[src/rtl/sd_boot_pkg.sv]
// Shared definitions for the SD-card boot loader: FSM states, CMD17 frame
// bytes, SPI engine flag bit positions and loader error codes.
package sd_boot_pkg;

    typedef enum logic [2:0] {
        ST_IDLE,
        ST_ISSUE,
        ST_WAIT_R1,
        ST_RECV,
        ST_NEXT,
        ST_DONE,
        ST_ERROR
    } ldr_state_t;

    // Command byte is start bit 0, transmission bit 1, then the 6-bit index
    localparam logic [5:0] CMD17_INDEX = 6'd17;
    localparam logic [7:0] CMD17_BYTE  = {2'b01, CMD17_INDEX};
    localparam logic [7:0] FRAME_CRC   = 8'hFF;

    localparam int FLG_WORD = 0;
    localparam int FLG_R1   = 1;
    localparam int FLG_END  = 2;

    localparam logic [2:0] ERR_NONE     = 3'd0;
    localparam logic [2:0] ERR_BAD_R1   = 3'd1;
    localparam logic [2:0] ERR_SHORT    = 3'd2;
    localparam logic [2:0] ERR_LONG     = 3'd3;
    localparam logic [2:0] ERR_TIMEOUT  = 3'd4;
    localparam logic [2:0] ERR_CHECKSUM = 3'd5;

    function automatic logic [47:0] cmd17_frame(input logic [31:0] lba);
        return {CMD17_BYTE, lba, FRAME_CRC};
    endfunction

endpackage

[src/rtl/sd_ldr_timeout.sv]
// Loadable down-counter used as the loader's wait watchdog. expire is high
// while enabled and the count has reached zero.
module sd_ldr_timeout #(
    parameter int CNT_W = 16
) (
    input  logic             clk,
    input  logic             rst,
    input  logic             clr,
    input  logic             load,
    input  logic             en,
    input  logic [CNT_W-1:0] load_val,
    output logic             expire
);

    logic [CNT_W-1:0] cnt;

    // Load has priority over counting so an arriving event restarts the window
    always_ff @(posedge clk or posedge rst) begin
        if (rst)
            cnt <= '0;
        else if (clr)
            cnt <= '0;
        else if (load)
            cnt <= load_val;
        else if (en && (cnt != '0))
            cnt <= cnt - 1'b1;
    end

    assign expire = en && (cnt == '0);

endmodule

[src/rtl/sd_boot_loader.sv]
// SD-card boot loader: reads NUM_BLOCKS blocks via CMD17 and writes the
// returned words into boot RAM, holding the CPU in reset until done.
// Optional feature macro: LDR_CHECKSUM_EN (final word checks the word sum).
module sd_boot_loader
    import sd_boot_pkg::*;
#(
    parameter int          NUM_BLOCKS      = 8,
    parameter int          WORDS_PER_BLOCK = 128,
    parameter logic [31:0] START_LBA       = 32'd0,
    parameter int          MEM_AW          = 10,
    parameter int          TIMEOUT_CYC     = 65535,
    parameter int          MAX_RETRY       = 3
) (
    input  logic              spi_clk_i,
    input  logic              spi_rst_i,
    input  logic              spi_initdone_i,
    input  logic              ldr_start_i,
    input  logic [31:0]       spi_data_i,
    input  logic [2:0]        spi_flagreg_i,
    input  logic [7:0]        R1,
    output logic [47:0]       spi_cmd_o,
    output logic [7:0]        spi_statusreg_o,
    output logic              mem_we_o,
    output logic [MEM_AW-1:0] mem_addr_o,
    output logic [31:0]       mem_data_o,
    output logic              ldr_busy_o,
    output logic              ldr_done_o,
    output logic              ldr_error_o,
    output logic [2:0]        ldr_errcode_o,
    output logic [31:0]       ldr_checksum_o,
    output logic              cpu_rst_o
);

    localparam int WC_W  = $clog2(WORDS_PER_BLOCK) + 1;
    localparam int TO_W  = $clog2(TIMEOUT_CYC + 1);
    localparam int BLK_W = 8;
    localparam int RT_W  = $clog2(MAX_RETRY + 2);

    if (NUM_BLOCKS < 1 || NUM_BLOCKS > 256) begin : g_blk_range
        $error("NUM_BLOCKS must be in 1..256");
    end
    if (NUM_BLOCKS * WORDS_PER_BLOCK > 2 ** MEM_AW) begin : g_mem_fit
        $error("boot image does not fit in RAM address space");
    end

    ldr_state_t        state;
    logic              start_pend;
    logic [BLK_W-1:0]  blk;
    logic [WC_W-1:0]   wcnt;
    logic [WC_W-1:0]   wcnt_nx;
    logic              drop;
    logic              drop_nx;
    logic [RT_W-1:0]   retry;
    logic [MEM_AW-1:0] waddr;
    logic              word_vld, r1_vld, end_vld;
    logic              word_take, last_blk, final_word;
    logic              to_expire;
    logic              err_hit;
    logic [2:0]        err_code;

    assign word_vld = spi_flagreg_i[FLG_WORD];
    assign r1_vld   = spi_flagreg_i[FLG_R1];
    assign end_vld  = spi_flagreg_i[FLG_END];

`ifdef LDR_CHECKSUM_EN
    logic [31:0] csum;
    logic        csum_bad;

    function automatic logic [31:0] csum_add(input logic [31:0] a, input logic [31:0] b);
        return a + b;
    endfunction

    assign ldr_checksum_o = csum;
`else
    assign ldr_checksum_o = 32'd0;
`endif

    // Word bookkeeping: a word arriving with block_end is counted before the end check
    always_comb begin
        word_take  = (state == ST_RECV) && word_vld && (wcnt < WC_W'(WORDS_PER_BLOCK));
        wcnt_nx    = word_take ? wcnt + 1'b1 : wcnt;
        drop_nx    = drop | ((state == ST_RECV) && word_vld && !word_take);
        last_blk   = (blk == BLK_W'(NUM_BLOCKS - 1));
        final_word = word_take && last_blk && (wcnt == WC_W'(WORDS_PER_BLOCK - 1));
        waddr      = MEM_AW'(int'(blk) * WORDS_PER_BLOCK + int'(wcnt));
    end

    // Terminal error detection for the current cycle
    always_comb begin
        err_hit  = 1'b0;
        err_code = ERR_NONE;
        case (state)
            ST_WAIT_R1: begin
                if (retry == RT_W'(MAX_RETRY)) begin
                    if (r1_vld && (R1 != 8'h00)) begin
                        err_hit  = 1'b1;
                        err_code = ERR_BAD_R1;
                    end else if (!r1_vld && to_expire) begin
                        err_hit  = 1'b1;
                        err_code = ERR_TIMEOUT;
                    end
                end
            end
            ST_RECV: begin
                if (end_vld) begin
                    if (drop_nx) begin
                        err_hit  = 1'b1;
                        err_code = ERR_LONG;
                    end else if (wcnt_nx < WC_W'(WORDS_PER_BLOCK)) begin
                        err_hit  = 1'b1;
                        err_code = ERR_SHORT;
                    end
                end else if (!word_vld && to_expire) begin
                    err_hit  = 1'b1;
                    err_code = ERR_TIMEOUT;
                end
            end
`ifdef LDR_CHECKSUM_EN
            ST_NEXT: begin
                if (last_blk && csum_bad) begin
                    err_hit  = 1'b1;
                    err_code = ERR_CHECKSUM;
                end
            end
`endif
            default: ;
        endcase
    end

    sd_ldr_timeout #(.CNT_W(TO_W)) u_timeout (
        .clk      (spi_clk_i),
        .rst      (spi_rst_i),
        .clr      ((state == ST_IDLE) || (state == ST_DONE) || (state == ST_ERROR)),
        .load     ((state == ST_ISSUE) || ((state == ST_WAIT_R1) && r1_vld) ||
                   ((state == ST_RECV) && word_vld)),
        .en       ((state == ST_WAIT_R1) || (state == ST_RECV)),
        .load_val (TO_W'(TIMEOUT_CYC)),
        .expire   (to_expire)
    );

    // Loader FSM with registered command, RAM-write and status outputs
    always_ff @(posedge spi_clk_i or posedge spi_rst_i) begin
        if (spi_rst_i) begin
            state           <= ST_IDLE;
            start_pend      <= 1'b0;
            blk             <= '0;
            wcnt            <= '0;
            drop            <= 1'b0;
            retry           <= '0;
            spi_cmd_o       <= '0;
            spi_statusreg_o <= '0;
            mem_we_o        <= 1'b0;
            mem_addr_o      <= '0;
            mem_data_o      <= '0;
            ldr_busy_o      <= 1'b0;
            ldr_done_o      <= 1'b0;
            ldr_error_o     <= 1'b0;
            ldr_errcode_o   <= ERR_NONE;
            cpu_rst_o       <= 1'b1;
`ifdef LDR_CHECKSUM_EN
            csum            <= '0;
            csum_bad        <= 1'b0;
`endif
        end else begin
            spi_statusreg_o <= 8'h00;
            mem_we_o        <= 1'b0;
            if (state == ST_RECV) begin
                wcnt <= wcnt_nx;
                drop <= drop_nx;
                if (word_take) begin
                    mem_we_o   <= 1'b1;
                    mem_addr_o <= waddr;
                    mem_data_o <= spi_data_i;
                end
`ifdef LDR_CHECKSUM_EN
                if (final_word)
                    csum_bad <= (spi_data_i != csum);
                else if (word_take)
                    csum <= csum_add(csum, spi_data_i);
`endif
            end
            if (err_hit) begin
                state         <= ST_ERROR;
                ldr_error_o   <= 1'b1;
                ldr_errcode_o <= err_code;
                ldr_busy_o    <= 1'b0;
            end else begin
                case (state)
                    ST_IDLE: begin
                        if ((start_pend || ldr_start_i) && spi_initdone_i) begin
                            start_pend <= 1'b0;
                            blk        <= '0;
                            retry      <= '0;
                            ldr_busy_o <= 1'b1;
                            state      <= ST_ISSUE;
                        end else if (ldr_start_i) begin
                            start_pend <= 1'b1;
                        end
                    end
                    ST_ISSUE: begin
                        spi_cmd_o       <= cmd17_frame(START_LBA + 32'(blk));
                        spi_statusreg_o <= 8'h01;
                        wcnt            <= '0;
                        drop            <= 1'b0;
                        state           <= ST_WAIT_R1;
                    end
                    ST_WAIT_R1: begin
                        if (r1_vld && (R1 == 8'h00)) begin
                            state <= ST_RECV;
                        end else if (r1_vld || to_expire) begin
                            retry <= retry + 1'b1;
                            state <= ST_ISSUE;
                        end
                    end
                    ST_RECV: begin
                        if (end_vld)
                            state <= ST_NEXT;
                    end
                    ST_NEXT: begin
                        if (last_blk) begin
                            state      <= ST_DONE;
                            ldr_done_o <= 1'b1;
                            cpu_rst_o  <= 1'b0;
                            ldr_busy_o <= 1'b0;
                        end else begin
                            blk   <= blk + 1'b1;
                            retry <= '0;
                            state <= ST_ISSUE;
                        end
                    end
                    default: ;
                endcase
            end
        end
    end

endmodule

[config.mk]
export PLATFORM = sky130hd
export DESIGN_NAME = sd_boot_loader
export DESIGN_NICKNAME = d
export VERILOG_FILES = /design/src/rtl/sd_boot_pkg.sv /design/src/rtl/sd_ldr_timeout.sv /design/src/rtl/sd_boot_loader.sv
export SDC_FILE = /design/constraint.sdc
export NUM_CORES = 1
export LEC_CHECK = 0
export BUFFER_PORTS_ARGS = -buffer_cell sky130_fd_sc_hd__buf_2
export CORE_MARGIN = 5
export CORE_UTILIZATION = 50
export CTS_CLUSTER_DIAMETER = 200
export DETAILED_ROUTE_END_ITERATION = 16
export PLACE_DENSITY_LB_ADDON = 0.1
export SLEW_MARGIN = 20
export SYNTH_ARGS = -nofsm -noshare
export SYNTH_HDL_FRONTEND = slang
export SYNTH_SLANG_ARGS = --single-unit
[constraint.sdc]
create_clock -name spi_clk_i -period 3.8 [get_ports spi_clk_i]
set_input_delay 0.57 -clock spi_clk_i [delete_from_list [all_inputs] [get_ports spi_clk_i]]
set_output_delay 0.57 -clock spi_clk_i [all_outputs]
set_load 0.02 [all_outputs]
# After elaboration in Yosys (flattened, before gate mapping)
# Cells that the tools add are included.
[classes] add_sub_neg=5 n_lt_le_gt_ge=2 n_eq_ne=16 muxes=51 bitwise=2 reduce_logical=40
[ops] op="$mux 16" n=3
[ops] op="$mux 8" n=6
[ops] op="$mux 3" n=15
[ops] op="$mux 1" n=19
[ops] op="$add 8x1->8 const B" n=2
[ops] op="$logic_not 16->1" n=1
[ops] op="$lt 8x8->1 const B" n=2
[ops] op="$pmux 8 s2" n=1
[ops] op="$reduce_bool 16->1" n=1
[ops] op="$sub 16x1->16 const B" n=1
[ops] op="$pmux 3 s5" n=1
[ops] op="$logic_and 1x1->1" n=11
[ops] op="$add 10x8->10" n=1
[ops] op="$eq 3x2->1 const B" n=3
[ops] op="$eq 3x3->1 const B" n=3
[ops] op="$pmux 3 s3" n=1
[ops] op="$reduce_and 3->1" n=3
[ops] op="$reduce_bool 3->1" n=3
[ops] op="$eq 8x3->1 const B" n=1
[ops] op="$logic_not 8->1" n=1
[ops] op="$reduce_and 4->1" n=2
[ops] op="$reduce_bool 8->1" n=1
[ops] op="$logic_or 1x1->1" n=7
[ops] op="$ne 3x3->1 const B" n=2
[ops] op="other kinds (17)" n=25
[word_totals] ff_bits=115 input_bits=47

# Depth between registers and ports, before layout
# Gate-level depths: netlist of the first run.
[logic_depth] word_depth=11 mapped_depth=9

# Cells and area by module
# A second synthesis of the first run with hierarchy kept.
[unflattened] hier_cells=501 hier_area_um2=5411.4
[modules_own_cells] module="sd_boot_loader" instances=1 cells_per_inst=379 area_each_um2=4320.4
[modules_own_cells] module="sd_ldr_timeout" instances=1 cells_per_inst=122 area_each_um2=1091.0

# Least setup slack after synthesis of the first run
# OpenSTA, ideal clock, no wires.
[synth_path] path_type="input port to flip-flop" startpoint="in R1[1]" endpoint="reg state[1]" setup_ns=0.118 arrival_ns=1.978 slack_ns=1.704 cell_stages=5 path_buffers=0 cell_sequence="nor4_1 -> nand2_1 -> a311oi_4 -> or4b_1 -> a21o_1"
[synth_between] elab_chain_len=7 word_cells_on_any_way=15
[synth_lines] element="start, declared" line_no="sd_boot_loader.sv:20" text="input logic [7:0] R1,"
[synth_lines] element="$reduce_bool 8->1" line_no="sd_boot_loader.sv:95" text="if (r1_vld && (R1 != 8'h00)) begin"
[synth_lines] element="$logic_and 1x1->1" line_no="sd_boot_loader.sv:95"
[synth_lines] element="$mux 1" line_no="sd_boot_loader.sv:95"
[synth_lines] element="$mux 1" line_no="sd_boot_loader.sv:94" text="if (retry == RT_W'(MAX_RETRY)) begin"
[synth_lines] element="$pmux 1 s2" line_no="sd_boot_loader.sv:92" text="case (state)"
[synth_lines] element="$ne 4x2->1 (no line) (tied with other cells)"
[synth_lines] element="$reduce_and 4->1 (no line)"
[synth_lines] element="end signal, assigned" line_no="sd_boot_loader.sv:144" text="state <= ST_IDLE;"
[synth_lines] element="end signal, assigned" line_no="sd_boot_loader.sv:183" text="state <= ST_ERROR;"
[synth_lines] element="end signal, assigned" line_no="sd_boot_loader.sv:195" text="state <= ST_ISSUE;"
[synth_lines] element="end, declared" line_no="sd_boot_loader.sv:46" text="ldr_state_t state;"
# Several ways; a longest one is shown, not always the timed one.
# A chain may end at the register's enable or synchronous reset.

# Worst setup path after layout of the first run
[layout_path] startpoint="reg u_timeout.cnt[0]" endpoint="reg u_timeout.cnt[13]"
[layout_between] elab_chain_len=4 word_cells_on_any_way=7
[layout_lines] element="start, declared" line_no="sd_ldr_timeout.sv:15" text="logic [CNT_W-1:0] cnt;"
[layout_lines] element="start signal, assigned" line_no="sd_ldr_timeout.sv:24" text="cnt <= load_val;"
[layout_lines] element="start signal, assigned" line_no="sd_ldr_timeout.sv:26" text="cnt <= cnt - 1'b1;"
[layout_lines] element="$sub 16x1->16" line_no="sd_ldr_timeout.sv:26"
[layout_lines] element="$mux 16" line_no="sd_ldr_timeout.sv:25" text="else if (en && (cnt != '0))"
[layout_lines] element="$mux 16" line_no="sd_ldr_timeout.sv:23" text="else if (load)"
[layout_lines] element="$mux 16" line_no="sd_ldr_timeout.sv:21" text="else if (clr)"
# Several ways; a longest one is shown, not always the timed one. The select of a mux whose other input is x is not followed.

==> results.toml, run 1 <==
[power]
pwr-share-comb_pct = 40.5
powerDensity_nw_per_um2 = 724
netSwitchingFraction_pct = 40.7
intPower_mw = 2.43
seqPwrFrac_pct = 42.8
highest_ir_drop_seen_on_vdd_mv = 0.335
report.power.total_mw = 4.09
switchingPower_mw = 1.66
static_power_due_to_leakage_nw = 2.81
clock_power_share_pct = 16.7

[synth]
netlist.area_leader.share_pct = 49.0
syn-instance-count = 457
mappedNetlistArea_um2 = 5050
synth_sequential_area_ratio_pct = 49.6
synthDistinctLibCells = 48
yosysWarnings = 0
asyncSetResetFlopFracSynth_pct = 100
post_synth_main_area_contributors = "sky130_fd_sc_hd__dfrtp_1 (49%), sky130_fd_sc_hd__buf_4 (12%), sky130_fd_sc_hd__mux2_2 (11%)"
synth_edf_count = 0
post_synth.cell_area_avg_um2 = 11.1
synth_ff_type = "sky130_fd_sc_hd__dfrtp_1"
synth.largest_area_cell = "sky130_fd_sc_hd__dfrtp_1"
ys_ff_latch = 100

[floorplan]
area_of_the_placeable_core_um2 = 9820
site_row_count = 36
floorplan.initialDensity_pct = 51.4
die_x_um = 111
die_h_um = 111
design.die.area_um2 = 12200
ioPinCount = 185

[grt]
grt_remaining_overflow = 0
grt_pass1_wl_um = 16800
grt_max_degree = 42
first_global_vias = 3454
antenna_violations_before_repair = 0
track_usage_pct = 16.2

[critical_path]
reg2reg_slack_ns = 1.20
critical_path_cell_list = "inv_1, ha_1, nor4b_1, nand4_1, nor3b_1, nand3_1, o311ai_0, nand3_1"
timing.critical_path.from_type = "flop"
critPathTopFamily = "simple AND/OR/NAND/NOR gates"
critical_path_arrival_ns = 2.79
critical_path.max_stage_delay_ns = 0.51
cp_data_required_time_ns = 3.99
timing.critical_path.slowest_stage_cell = "sky130_fd_sc_hd__nor3b_1"
crit_buf_inv = 1
critPathMostFrequentCell = "sky130_fd_sc_hd__nand3_1"
maximum_fanout_along_the_worst_path = 9
worstSetupEndpointType = "flop"
critPathKind = "flop to flop"

[placement]
dp.final_hpwl_um = 7390
placedCellCount = 684
io_buffer_count = 116
pre_cts_slack_ns = 1.28
place.gp.congestion = 0.849

[sta]
final.min_clock_period_ns = 2.60
slew_headroom_pct = 35.3
finalCritPeriodShare_pct = 68.3
rsz0062_at_grt = "no"
finalWorstSetupSlack_ns = 1.20
clock-skew-final_ns = 0.0170
setup_violations = 0
slew_viol_final = 0
worst_slew_pin_slew_ns = 0.965
timing.final.hold_violations = 0
fmax_mhz = 385
fin_setup_tns_ns = 0

[routing]
routedWlPerCell_um = 14.1
drt.antenna.violating_nets = 0
detailroute.via_count = 3532
drt-initial-drc-count = 109
post-route-drc-count = 0
route.detailed.vias_per_inst = 5.05
detail_route.wirelength_um = 9850
firstDrtPassIters = 4

[layout]
layoutNonFillerInstCount = 700
commonest_non_fill_non_tap_cell_in_the_layout = "sky130_fd_sc_hd__buf_2"
final_layout_size_suffix_gt1_share_pct = 35.4
areaGrowthSynthToFinish_pct = 11.8
final_net_count = 617
antenna-diode-count = 0
mostFrequentLayoutCells = "sky130_fd_sc_hd__buf_2 (116), sky130_fd_sc_hd__dfrtp_1 (99), sky130_fd_sc_hd__conb_1 (68), sky130_fd_sc_hd__mux2_2 (51), sky130_fd_sc_hd__nor2_1 (33)"

[cts]
cts-root-to-sink-buffers = 2
cts.sinks = 100
post_cts_resize_count = 0
postCtsHoldBufs = 0
clock-root-buffer = "sky130_fd_sc_hd__clkbuf_8"
cts.repair_timing.setup_buffer_count = 0
worst_skew_pair.late_latency_ns = 0.36
cts_tree = "done"
cts-buffers-inserted = 9
cts.reportedPaths.clkPinSlew_ns = 0.10
clock_tree.htree_level_count = 3

[job]
cap_violations = 0

[min_path]
hold_path_class = "primary input to async pin"

[status]
outcome = "complete, no violations"
-- Yosys cell counts (all sizes together) (6+ instances only) --
master	n
nor3	9
ha	8
o21ai	12
nand4	8
nor2	34
o311ai	8
nand2	20
inv	9
buf	86
nand3	13
o211ai	13
mux2	51
clkbuf	8
a21oi	13
xor2	9
and3	6
dfrtp	99
-- cell type report --
cell class              instances  area, um2
flip-flops and latches        100       2500
clock buffers                  10        128
well taps                     133        166
repair buffers                121        618
clock inverters                 6       71.3
multi-input cells             321       2120
inverters                       9       36.3
fillers                       879       4170
-- through the flow --
stage | instance area (um2) | utilization (%) | hold slack [ns]
finish | 5650 | 57.5 | 0.158
detailed placement | 5440 | 55.4 | 0.452
floorplan | 5300 | - | 0.479
global route | 5650 | 57.5 | 0.162
CTS | 5640 | 57.4 | 0.165
global placement | 5440 | 55.4 | 0.444
-- power groups by stage --
stage	registers [mW]	logic, mW	clock network [mW]
detailed placement	1.76	1.68	0
floorplan	1.97	1.02	0
CTS	1.75	1.68	0.700
finish	1.75	1.66	0.682
global placement	1.75	1.65	0
global route	1.81	1.84	0.755
-- final timing paths --
path / start / to / depth (start not counted)
max: u_timeout.cnt[0] / u_timeout.cnt[13] / 8
min: spi_rst_i / mem_data_o[28] / 2
max reg2reg: u_timeout.cnt[0] / u_timeout.cnt[13] / 8
min reg2reg: ldr_done_o / ldr_done_o / 1
max in group asynchronous: spi_rst_i / u_timeout.cnt[9] / 3
min in group spi_clk_i: spi_initdone_i / start_pend / 2
-- flip-flops by register name, indices dropped and copies added (netlist names) --
| name | cells |
|---|---|
| spi_cmd_o | 9 |
| state | 3 |
| wcnt | 8 |
| retry | 3 |
| drop | 1 |
| mem_data_o | 32 |
| ldr_busy_o | 1 |
| start_pend | 1 |
| ldr_errcode_o | 3 |
| ldr_done_o | 1 |
| u_timeout.cnt | 16 |
| mem_we_o | 1 |
| mem_addr_o | 10 |
| cpu_rst_o | 1 |
| spi_statusreg_o | 1 |
| blk | 8 |
| ldr_error_o | 1 |
-- metal layers --
metal	wire (um)	vias up	global-route usage [%]	part of all wire [%]
met5	0	-	0	0
met4	137	0	4.68	1.4
met3	819	11	5.20	8.3
met2	4740	133	26.6	48
met1	4160	1721	20.6	42
li1	-	1667	-	-
-- kinds of logic (layout without fill, tap and decap cells) --
group | after synthesis | count (layout) | share of synthesized area [%]
simple gates | 121 | 121 | 12.5
buf+inv | 103 | 146 | 13.7
flops | 100 | 100 | 49.6
compound gates | 57 | 57 | 7.90
mux | 54 | 54 | 12.0
xor+xnor | 13 | 13 | 2.25
fa+ha+maj | 8 | 8 | 1.98
other cells | 1 | 68 | 0.0742
(Power assumes the default switching activity.)
==> inputs of run 2 (changes only) <==
==> constraint.sdc (replaced) <==
create_clock -name spi_clk_i -period 2.4 [get_ports spi_clk_i]
set_input_delay 0.36 -clock spi_clk_i [delete_from_list [all_inputs] [get_ports spi_clk_i]]
set_output_delay 0.36 -clock spi_clk_i [all_outputs]
set_load 0.02 [all_outputs]
==> results.toml, run 2 (synthesis gave the netlist of run 1 again) <==
[layout]
max_ffs_per_register = 32
commonest_non_fill_non_tap_cell_in_the_layout = "sky130_fd_sc_hd__buf_2"
antenna-diode-count = 0
max_flop_register = "mem_data_o"
largestRegisters = "mem_data_o x32, u_timeout.cnt x16, mem_addr_o x10"
areaGrowthSynthToFinish_pct = 14.6
final_layout_size_suffix_gt1_share_pct = 37.2
nFillCells = 859
final_net_count = 633
mostFrequentLayoutCells = "sky130_fd_sc_hd__buf_2 (116), sky130_fd_sc_hd__dfrtp_1 (99), sky130_fd_sc_hd__conb_1 (68), sky130_fd_sc_hd__mux2_2 (51), sky130_fd_sc_hd__nor2_1 (33)"

[sta]
final.min_clock_period_ns = 2.25
worst_slew_pin_slew_ns = 0.605
fmax_mhz = 444
timing.final.hold_violations = 0
finalCritPeriodShare_pct = 93.9
fin_setup_tns_ns = 0
setup_violations = 0
clock-skew-final_ns = 0.0151
finalHoldWorstSlack_ns = 0.173
rsz0062_at_grt = "no"
slew_headroom_pct = 59.7
slew_viol_final = 0

[status]
outcome = "complete, no violations"

[min_path]
holdPathEnd = "start_pend"
timing.hold.worst.start = "spi_initdone_i"
hold_path_class = "primary input to flop"
hold_path_depth = 2

[critical_path]
maximum_fanout_along_the_worst_path = 8
timing.critical_path.slowest_stage_cell = "sky130_fd_sc_hd__or4b_1"
critical_path.max_stage_delay_ns = 0.47
reg2reg_depth = 8
critical_path.reg2reg.endpoint = "state[1]"
critical_path_cell_list = "inv_1, ha_1, nor4b_1, nand4_1, a21oi_2, a311oi_4, or4b_1, a21o_1"
reg2reg_slack_ns = 0.15
timing.critical_path.from_type = "flop"
critical_path_arrival_ns = 2.51
rr_startpoint = "u_timeout.cnt[0]"
worstSetupEndpointType = "flop"
critPathKind = "flop to flop"
cp_data_required_time_ns = 2.65

[cts]
cts_tree = "done"
cts.reportedPaths.clkPinSlew_ns = 0.10
clock-root-buffer = "sky130_fd_sc_hd__clkbuf_8"
cts.sinks = 100
clock_tree.htree_level_count = 3
cts-buffers-inserted = 9
cts-root-to-sink-buffers = 2
worst_skew_pair.late_latency_ns = 0.36

[grt]
first_global_vias = 3578
grt_max_degree = 49
grt_remaining_overflow = 0
grt_pass1_wl_um = 17000
track_usage_pct = 16.6
antenna_violations_before_repair = 0

[routing]
drt.antenna.violating_nets = 0
drt-initial-drc-count = 142
detail_route.wirelength_um = 10300
post-route-drc-count = 0
firstDrtPassIters = 4
detailroute.via_count = 3560
route.detailed.vias_per_inst = 4.97
routedWlPerCell_um = 14.3

[placement]
place.gp.congestion = 0.836
dp.final_hpwl_um = 7770
io_buffer_count = 116

[floorplan]
design.die.area_um2 = 12200
floorplan.initialDensity_pct = 51.4
die_x_um = 111
area_of_the_placeable_core_um2 = 9820
ioPinCount = 185
site_row_count = 36
die_h_um = 111

[power]
powerDensity_nw_per_um2 = 1150
highest_ir_drop_seen_on_vdd_mv = 0.583
static_power_due_to_leakage_nw = 2.89

[job]
cap_violations = 0
-- run 2: cell count changes in the layout (fill, tap and decap cells not counted), sizes merged --
cell / before / now
buf: 121 / 136
clkinvlp: 1 / 2
dlygate4sd3: 0 / 1
inv: 11 / 10
-- run 2: what timing repair did --
item / 4_1_cts / 5_1_grt
hold endpoints to repair: 6 / 0
endpoints found under the setup margin: 0 / 6
hold buffers: 1 / 0
setup buffers: 0 / 1
gates resized for setup: 0 / 2
-- run 2: final cells by class --
cell class / count / area, um2 / area share (%)
Inverter: 9 / 37.5 / 0.649
Tap cell: 133 / 166 / 2.88
Clock buffer: 10 / 138 / 2.38
Multi-Input combinational cell: 321 / 2120 / 36.6
Timing Repair Buffer: 137 / 753 / 13.0
Clock inverter: 6 / 68.8 / 1.19
Sequential cell: 100 / 2500 / 43.3
-- run 2: power breakdown --
| part | internal (mW) | total, mW | leakage [nW] | switching (mW) |
|---|---|---|---|---|
| clock network | 0.519 | 1.11 | 0.103 | 0.595 |
| logic | 1.18 | 2.83 | 1.52 | 1.65 |
| registers | 2.29 | 2.73 | 1.26 | 0.443 |
| total | 3.99 | 6.67 | 2.89 | 2.69 |
-- run 2: how the worst max path moves through the flow --
stage	from	to	cells after the start
CTS	u_timeout.cnt[0]	u_timeout.cnt[11]	9
global placement	state[2]	state[1]	6
global route	u_timeout.cnt[0]	state[1]	8
finish	u_timeout.cnt[0]	state[1]	8
detailed placement	u_timeout.cnt[0]	u_timeout.cnt[11]	9
floorplan	u_timeout.cnt[0]	u_timeout.cnt[13]	8
-- run 2: per-layer routing --
metal,vias up,track usage (%),share of wire [%]
met2,128,28.1,49
met1,1716,20.7,42
met4,0,5.42,1.3
met3,12,4.32,7.5
met5,-,0,0
li1,1704,-,-
-- run 2: critical path, delay by kind of cell (launching register included) --
family	cells	cell delay, ns
AO/OA/AOI/OAI	3	0.68
buffers and inverters	1	0.08
flip-flops	1	0.41
AND/OR/NAND/NOR	3	0.80
adder cells (fa/ha/maj)	1	0.19
-- run 2: per-stage QoR --
step,total power [mW],worst slack [ns],area [um2],std cells,utilization (%)
6_report,6.67,0.147,5790,716,58.9
5_1_grt,7.16,0.0151,5790,716,58.9
4_1_cts,6.74,0.137,5770,715,58.8
3_5_place_dp,5.61,0.158,5560,698,56.6
3_3_place_gp,5.52,0.206,5560,698,56.6
2_1_floorplan,4.74,0.346,5310,524,-
